## config.mk

```make
export PLATFORM = sky130hd
export DESIGN_NAME = tuser_in_split_fsm_flat
export DESIGN_NICKNAME = d
export VERILOG_FILES = /design/src/rtl/tuser_in_split_fsm_if.sv /design/src/rtl/tuser_in_split_fsm.sv /design/src/flat_wrapper.sv
export SDC_FILE = /design/constraint.sdc
export NUM_CORES = 1
export LEC_CHECK = 0
export CAP_MARGIN = 10
export CORE_AREA = 5 5 328 330
export CTS_CLUSTER_DIAMETER = 40
export DETAILED_ROUTE_END_ITERATION = 10
export DIE_AREA = 0 0 333 335
export DONT_BUFFER_PORTS = 1
export GPL_ROUTABILITY_DRIVEN = 1
export PLACE_DENSITY = 0.38
export SLEW_MARGIN = 10
export SYNTH_ARGS = -nofsm -noshare
export SYNTH_HDL_FRONTEND = slang
export SYNTH_SLANG_ARGS = --single-unit
```

## constraint.sdc

```tcl
create_clock -name tin_aclk -period 2.3 [get_ports tin_aclk]
set_input_delay 0.46 -clock tin_aclk [delete_from_list [all_inputs] [get_ports tin_aclk]]
set_output_delay 0.46 -clock tin_aclk [all_outputs]
set_load 0.1 [all_outputs]
```

## src/rtl/tuser_in_split_fsm_if.sv

```systemverilog
// Stream and tuple bundle for tuser_in_split_fsm.
// master = upstream source / downstream sink side, slave = the splitter.
interface tuser_in_split_fsm_if;
   logic         tin_avalid;
   logic         tin_aready;
   logic [255:0] tin_adata;
   logic [31:0]  tin_akeep;
   logic         tin_atlast;
   logic [127:0] tin_atuser;

   logic         tin_bvalid;
   logic         tin_bready;
   logic [255:0] tin_bdata;
   logic [31:0]  tin_bkeep;
   logic         tin_btlast;

   logic         tin_valid;
   logic [127:0] tin_data;

   modport master (
      output tin_avalid, tin_adata, tin_akeep, tin_atlast, tin_atuser, tin_bready,
      input  tin_aready, tin_bvalid, tin_bdata, tin_bkeep, tin_btlast, tin_valid, tin_data
   );

   modport slave (
      input  tin_avalid, tin_adata, tin_akeep, tin_atlast, tin_atuser, tin_bready,
      output tin_aready, tin_bvalid, tin_bdata, tin_bkeep, tin_btlast, tin_valid, tin_data
   );
endinterface

```

## src/rtl/tuser_in_split_fsm.sv

```systemverilog
// Splits per-packet tuser metadata off an AXI4-Stream packet stream.
// Data beats pass through one registered stage; the first-beat tuser is
// emitted as a one-cycle tuple pulse aligned with the first output beat.
//
//   state | meaning
//   ------+-----------------------------------------
//   IDLE  | 000: waiting for the first beat of a packet
//   WRDN  | 001: inside a packet, tuser ignored
//   other | illegal, returns to IDLE on the next edge
module tuser_in_split_fsm #(
   parameter int unsigned MAX_BEATS = 64
) (
   input  logic                  tin_aclk,
   input  logic                  tin_arst_n,
   tuser_in_split_fsm_if.slave   bus,
   output logic                  tin_err,
   output logic [2:0]            dbg_state
);

   typedef enum logic [2:0] {
      IDLE = 3'b000,
      WRDN = 3'b001
   } state_t;

   state_t        state_q, state_d;
   logic [15:0]   cnt_q, cnt_d;
   logic          err_q, err_d;
   logic          tvalid_q, tvalid_d;
   logic [127:0]  tdata_q, tdata_d;
   logic          bvalid_q, bvalid_d;
   logic [255:0]  bdata_q, bdata_d;
   logic [31:0]   bkeep_q, bkeep_d;
   logic          btlast_q, btlast_d;

   logic          aready;
   logic          accept;
   logic [15:0]   cnt_inc;

   assign aready  = !bvalid_q || bus.tin_bready;
   assign accept  = bus.tin_avalid && aready;
   assign cnt_inc = (cnt_q == 16'hFFFF) ? cnt_q : cnt_q + 16'd1;

   // Output beat register: load on accept, drop valid once drained.
   always_comb begin
      bvalid_d = bvalid_q;
      bdata_d  = bdata_q;
      bkeep_d  = bkeep_q;
      btlast_d = btlast_q;
      if (accept) begin
         bvalid_d = 1'b1;
         bdata_d  = bus.tin_adata;
         bkeep_d  = bus.tin_akeep;
         btlast_d = bus.tin_atlast;
      end else if (bus.tin_bready) begin
         bvalid_d = 1'b0;
      end
   end

   // Packet FSM: tuple capture on first beat, beat counting and overrun flag.
   always_comb begin
      state_d  = state_q;
      cnt_d    = cnt_q;
      err_d    = err_q;
      tvalid_d = 1'b0;
      tdata_d  = tdata_q;
      case (state_q)
         IDLE: begin
            if (accept) begin
               tvalid_d = 1'b1;
               tdata_d  = bus.tin_atuser;
               cnt_d    = 16'd1;
               state_d  = bus.tin_atlast ? IDLE : WRDN;
            end
         end
         WRDN: begin
            if (accept) begin
               cnt_d = cnt_inc;
               if ({16'd0, cnt_inc} > MAX_BEATS) begin
                  err_d = 1'b1;
               end
               if (bus.tin_atlast) begin
                  state_d = IDLE;
               end
            end
         end
         default: state_d = IDLE;
      endcase
   end

   // State and datapath registers.
   always_ff @(posedge tin_aclk or negedge tin_arst_n) begin
      if (!tin_arst_n) begin
         state_q  <= IDLE;
         cnt_q    <= '0;
         err_q    <= 1'b0;
         tvalid_q <= 1'b0;
         tdata_q  <= '0;
         bvalid_q <= 1'b0;
         bdata_q  <= '0;
         bkeep_q  <= '0;
         btlast_q <= 1'b0;
      end else begin
         state_q  <= state_d;
         cnt_q    <= cnt_d;
         err_q    <= err_d;
         tvalid_q <= tvalid_d;
         tdata_q  <= tdata_d;
         bvalid_q <= bvalid_d;
         bdata_q  <= bdata_d;
         bkeep_q  <= bkeep_d;
         btlast_q <= btlast_d;
      end
   end

   assign bus.tin_aready = aready;
   assign bus.tin_bvalid = bvalid_q;
   assign bus.tin_bdata  = bdata_q;
   assign bus.tin_bkeep  = bkeep_q;
   assign bus.tin_btlast = btlast_q;
   assign bus.tin_valid  = tvalid_q;
   assign bus.tin_data   = tdata_q;
   assign tin_err        = err_q;
   assign dbg_state      = state_q;

endmodule
```

## src/flat_wrapper.sv

```systemverilog
// flat-port wrapper written by rule: the top's interface ports become plain ports
module tuser_in_split_fsm_flat 
#(
   parameter int unsigned MAX_BEATS = 64
)
  (tin_aclk, tin_arst_n, tin_err, dbg_state, bus_tin_avalid, bus_tin_adata, bus_tin_akeep, bus_tin_atlast, bus_tin_atuser, bus_tin_bready, bus_tin_aready, bus_tin_bvalid, bus_tin_bdata, bus_tin_bkeep, bus_tin_btlast, bus_tin_valid, bus_tin_data);
  tuser_in_split_fsm_if bus_i ();
  input  logic tin_aclk;
  input  logic tin_arst_n;
  output logic tin_err;
  output logic [2:0] dbg_state;
  input wire logic [$bits(bus_i.tin_avalid)-1:0] bus_tin_avalid;
  input wire logic [$bits(bus_i.tin_adata)-1:0] bus_tin_adata;
  input wire logic [$bits(bus_i.tin_akeep)-1:0] bus_tin_akeep;
  input wire logic [$bits(bus_i.tin_atlast)-1:0] bus_tin_atlast;
  input wire logic [$bits(bus_i.tin_atuser)-1:0] bus_tin_atuser;
  input wire logic [$bits(bus_i.tin_bready)-1:0] bus_tin_bready;
  output wire logic [$bits(bus_i.tin_aready)-1:0] bus_tin_aready;
  output wire logic [$bits(bus_i.tin_bvalid)-1:0] bus_tin_bvalid;
  output wire logic [$bits(bus_i.tin_bdata)-1:0] bus_tin_bdata;
  output wire logic [$bits(bus_i.tin_bkeep)-1:0] bus_tin_bkeep;
  output wire logic [$bits(bus_i.tin_btlast)-1:0] bus_tin_btlast;
  output wire logic [$bits(bus_i.tin_valid)-1:0] bus_tin_valid;
  output wire logic [$bits(bus_i.tin_data)-1:0] bus_tin_data;
  assign bus_i.tin_avalid = bus_tin_avalid;
  assign bus_i.tin_adata = bus_tin_adata;
  assign bus_i.tin_akeep = bus_tin_akeep;
  assign bus_i.tin_atlast = bus_tin_atlast;
  assign bus_i.tin_atuser = bus_tin_atuser;
  assign bus_i.tin_bready = bus_tin_bready;
  assign bus_tin_aready = bus_i.tin_aready;
  assign bus_tin_bvalid = bus_i.tin_bvalid;
  assign bus_tin_bdata = bus_i.tin_bdata;
  assign bus_tin_bkeep = bus_i.tin_bkeep;
  assign bus_tin_btlast = bus_i.tin_btlast;
  assign bus_tin_valid = bus_i.tin_valid;
  assign bus_tin_data = bus_i.tin_data;
  tuser_in_split_fsm #(.MAX_BEATS(MAX_BEATS)) u_core (.tin_aclk(tin_aclk), .tin_arst_n(tin_arst_n), .bus(bus_i), .tin_err(tin_err), .dbg_state(dbg_state));
endmodule
```

==> flow_summary.yaml, run 1 <==
setup_path:
  r2r-end: "u_core.tin_err"
  worst-setup-path-type: "register to output pin"
  critPathRequiredTime_ns: 1.84
  arrival_ns: 1.61
  critical_path.max_stage_delay_ns: 0.50
  critPathTopFamily: "flip-flops"
  path_cells: "buf_4"
  setup.worst_path.start_class: "register"
  endpoint_kind: "output pin"
  regToRegSetupSlack_ns: 0.25
  crit-reg2reg-launch: "u_core.cnt_q[0]"
  cp.buffers_inverters: 1
  critical_path_peak_fanout: 14
  crit_path_top_delay_cell: "sky130_fd_sc_hd__dfrtp_2"
  worst-r2r-cell-count: 6
route:
  final_antenna_net_count: 0
  drtPass1Iterations: 4
  detail_route.wl_per_cell_um: 16.7
  route.final.wire_length_um: 65300
  vias_per_cell: 3.72
  dr.first_iter.drc_count: 565
  dr_total_vias: 14500
  remaining_drc_errors: 0
cts:
  cts_max_level: 3
  cts_hold_buf: 419
  worstSkewPairLatency_ns: 0.64
  cts.repair_timing.setup_buffer_count: 0
  resized_cells_post_cts: 0
  maximum_number_of_buffers_from_clock_root_to_sink: 3
  clk_root_buffer_cell: "sky130_fd_sc_hd__clkbuf_16"
  clkSinkCount: 437
  clkSlewWorstSetupHoldPaths_ns: 0.05
  cts_tree: "built"
  tritoncts.num_buffers: 87
synth:
  mappedNetlistArea_sq_mm: 0.0168
  synth-async-reset-ratio: 1.00
  synth_edf_count: 0
  synth_largest_area_cell: "sky130_fd_sc_hd__dfrtp_1"
  synth_area_leaders: "sky130_fd_sc_hd__dfrtp_1 65%, sky130_fd_sc_hd__nand2_1 20%, sky130_fd_sc_hd__mux2_2 8.6%"
  synthDominantCellAreaShare: 0.651
  yosys_most_used_dff: "sky130_fd_sc_hd__dfrtp_1"
  synth_seq_area_share: 0.651
  synth-warning-count: 0
  synth.ff_latch_count: 437
  synth_cells: 1661
  post_synthesis_area_per_instance_sq_um: 10.1
  synth_cell_type_count: 44
floorplanning:
  fp.dieArea_sq_mm: 0.112
  die-height_um: 335
  start_util: 0.161
  fp.coreArea_sq_mm: 0.105
  dieWidth_um: 333
  top_level_ports: 845
  number_of_rows_created_at_floorplan: 119
placement:
  hpwlAfterDp_um: 46100
  gp_routability_congestion: 0.818
  io_buffers: 0
  preCtsSetupSlack_ns: 0.230
timing:
  min_period_ns: 2.07
  slew-limit-headroom: 0.362
  setup_slack_ns: 0.235
  final.period_utilization: 0.898
  worst_pin_slew_ns: 0.958
  unrepaired_setup_endpoints_after_global_routing: "false"
  setup-violations-final: 0
  worst_clock_skew_ns: 0.0238
  fmax_ghz: 0.484
  setup-tns-final_ns: 0
  timing_hold_violations_final: 437
  worst_hold_slack_ns: -0.461
  slew_viol_final: 0
global_routing:
  global_route.usage.met2: 0.202
  grt-busiest-layer: "met2"
  grtUsageMet3: 0.0421
  grt_start_max_net_pins: 438
  antenna_violations_before_repair: 8
  via_count_of_the_first_global_routing_pass: 15600
  groute.usage.overall: 0.111
  grt_use_met1: 0.116
  global_route.overflow_total: 0
  grt_first_pass_wirelength_um: 96200
cells_and_area:
  fraction_of_final_layout_cells_sized_beyond_drive_strength_1: 0.262
  layout_commonest_cell: "sky130_fd_sc_hd__nand2_1"
  number_of_nets_at_the_end_of_the_flow: 2859
  commonest_cells_after_routing_fill_and_taps_aside: "888 x sky130_fd_sc_hd__nand2_1, 435 x sky130_fd_sc_hd__dfrtp_1, 419 x sky130_fd_sc_hd__dlygate4sd3_1, 348 x sky130_fd_sc_hd__buf_4, 128 x sky130_fd_sc_hd__mux2_2"
  flow.area_growth_from_synthesis_pct: 68.9
job:
  max_cap_viol_count: 0
worst_hold_path:
  hp-class: "input port to async pin"
outcome:
  violations: "negative hold slack"
  status: "finished with violations"
power_and_ir_drop:
  peak_supply_drop_mv: 0.857
  power_density_mw_per_mm2: 1340
  p_leak_nw: 13.6
-- kinds of logic (layout without fill, tap and decap cells) --
logic type      after synthesis  in the layout  synth area share
compound gates               49             49            0.0196
fa+ha+maj                     1              1          0.000744
buf+inv                      99            949            0.0241
flops                       437            437             0.651
mux                         128            128            0.0858
other cells                   1              6          0.000223
simple gates                946            946             0.219
-- area by class of cell --
| class | instances | area [sq um] |
|---|---|---|
| diodes | 4 | 10.0 |
| clock buffers | 107 | 2420 |
| clock inverters | 57 | 706 |
| fillers | 10900 | 76100 |
| inverters | 6 | 22.5 |
| multi-input cells | 1126 | 5490 |
| flip-flops and latches | 437 | 10900 |
| well taps | 1391 | 1740 |
| repair buffers | 779 | 7050 |
-- how the worst max path moves through the flow --
stage	slack, ns	endpoint	depth (start not counted)	startpoint
2_1_floorplan	0.05	u_core.bus.tin_data[100]	6	u_core.bus.tin_bvalid
3_3_place_gp	0.24	u_core.tin_err	6	u_core.cnt_q[0]
3_5_place_dp	0.23	u_core.tin_err	6	u_core.cnt_q[0]
4_1_cts	0.12	dbg_state[0]	1	u_core.dbg_state[0]
5_1_grt	0.008	u_core.tin_err	6	u_core.cnt_q[0]
6_report	0.23	dbg_state[0]	1	u_core.dbg_state[0]
-- cell usage after synthesis, types with 2 or more instances --
cell                          n
sky130_fd_sc_hd__a21o_1       2
sky130_fd_sc_hd__a21oi_1      9
sky130_fd_sc_hd__a22o_1       3
sky130_fd_sc_hd__a2bb2oi_1    2
sky130_fd_sc_hd__a31oi_1      5
sky130_fd_sc_hd__and2_1       3
sky130_fd_sc_hd__and3_1       3
sky130_fd_sc_hd__buf_2       15
sky130_fd_sc_hd__buf_4        2
sky130_fd_sc_hd__clkbuf_1    74
sky130_fd_sc_hd__dfrtp_1    437
sky130_fd_sc_hd__inv_1        6
sky130_fd_sc_hd__mux2_2     128
sky130_fd_sc_hd__nand2_1    889
sky130_fd_sc_hd__nand2b_1     5
sky130_fd_sc_hd__nand3_1      9
sky130_fd_sc_hd__nand4_1      7
sky130_fd_sc_hd__nor2_1      14
sky130_fd_sc_hd__nor3_1       3
sky130_fd_sc_hd__nor4_1       4
sky130_fd_sc_hd__o21ai_0     10
sky130_fd_sc_hd__o221ai_1     3
sky130_fd_sc_hd__o22ai_1      2
sky130_fd_sc_hd__o31ai_1      5
sky130_fd_sc_hd__or3_1        2
-- report_power, final --
group          internal, W  switching [W]  leakage [nW]
Combinational      0.00261        0.00847          6.80
Sequential         0.00901        0.00457          5.29
Clock              0.00866        0.00458          1.52
Total               0.0203         0.0176          13.6
-- metrics by stage --
| stage | total power [W] | area [sq um] | std cells | hold WS, ns | util |
|---|---|---|---|---|---|
| floorplan | 0.0217 | 16800 | 1662 | 0.164 | - |
| global placement | 0.0242 | 21000 | 3320 | 0.180 | 0.201 |
| detailed placement | 0.0243 | 21000 | 3320 | 0.177 | 0.201 |
| CTS | 0.0385 | 28400 | 3903 | -0.541 | 0.271 |
| global route | 0.0393 | 28400 | 3905 | -0.538 | 0.271 |
| finish | 0.0379 | 28400 | 3907 | -0.461 | 0.272 |
-- layer usage --
layer	vias up	share of wire
li1	6847	-
met1	6928	0.35
met2	615	0.53
met3	135	0.086
met4	6	0.034
met5	-	0.00063
-- registers in the layout, summed over array words and instances, names as in the netlist --
| signal | count |
|---|---|
| u_core.bus.tin_bvalid | 1 |
| u_core.bus.tin_valid | 1 |
| u_core.bus.tin_bdata | 256 |
| u_core.cnt_q | 16 |
| u_core.tin_err | 1 |
| u_core.bus.tin_bkeep | 32 |
| u_core.dbg_state | 1 |
| u_core.bus.tin_btlast | 1 |
| u_core.bus.tin_data | 128 |
(Power assumes the default switching activity.)
==> inputs of run 2 (changes only) <==
--- a/config.mk
+++ b/config.mk
@@ -5,7 +5,6 @@
 export SDC_FILE = /design/constraint.sdc
 export NUM_CORES = 1
 export LEC_CHECK = 0
-export CAP_MARGIN = 10
 export CORE_AREA = 5 5 328 330
 export CTS_CLUSTER_DIAMETER = 40
 export DETAILED_ROUTE_END_ITERATION = 10
==> results of run 2 <==
Same layout as run 1: the final DEF is identical, and so are final timing and power.
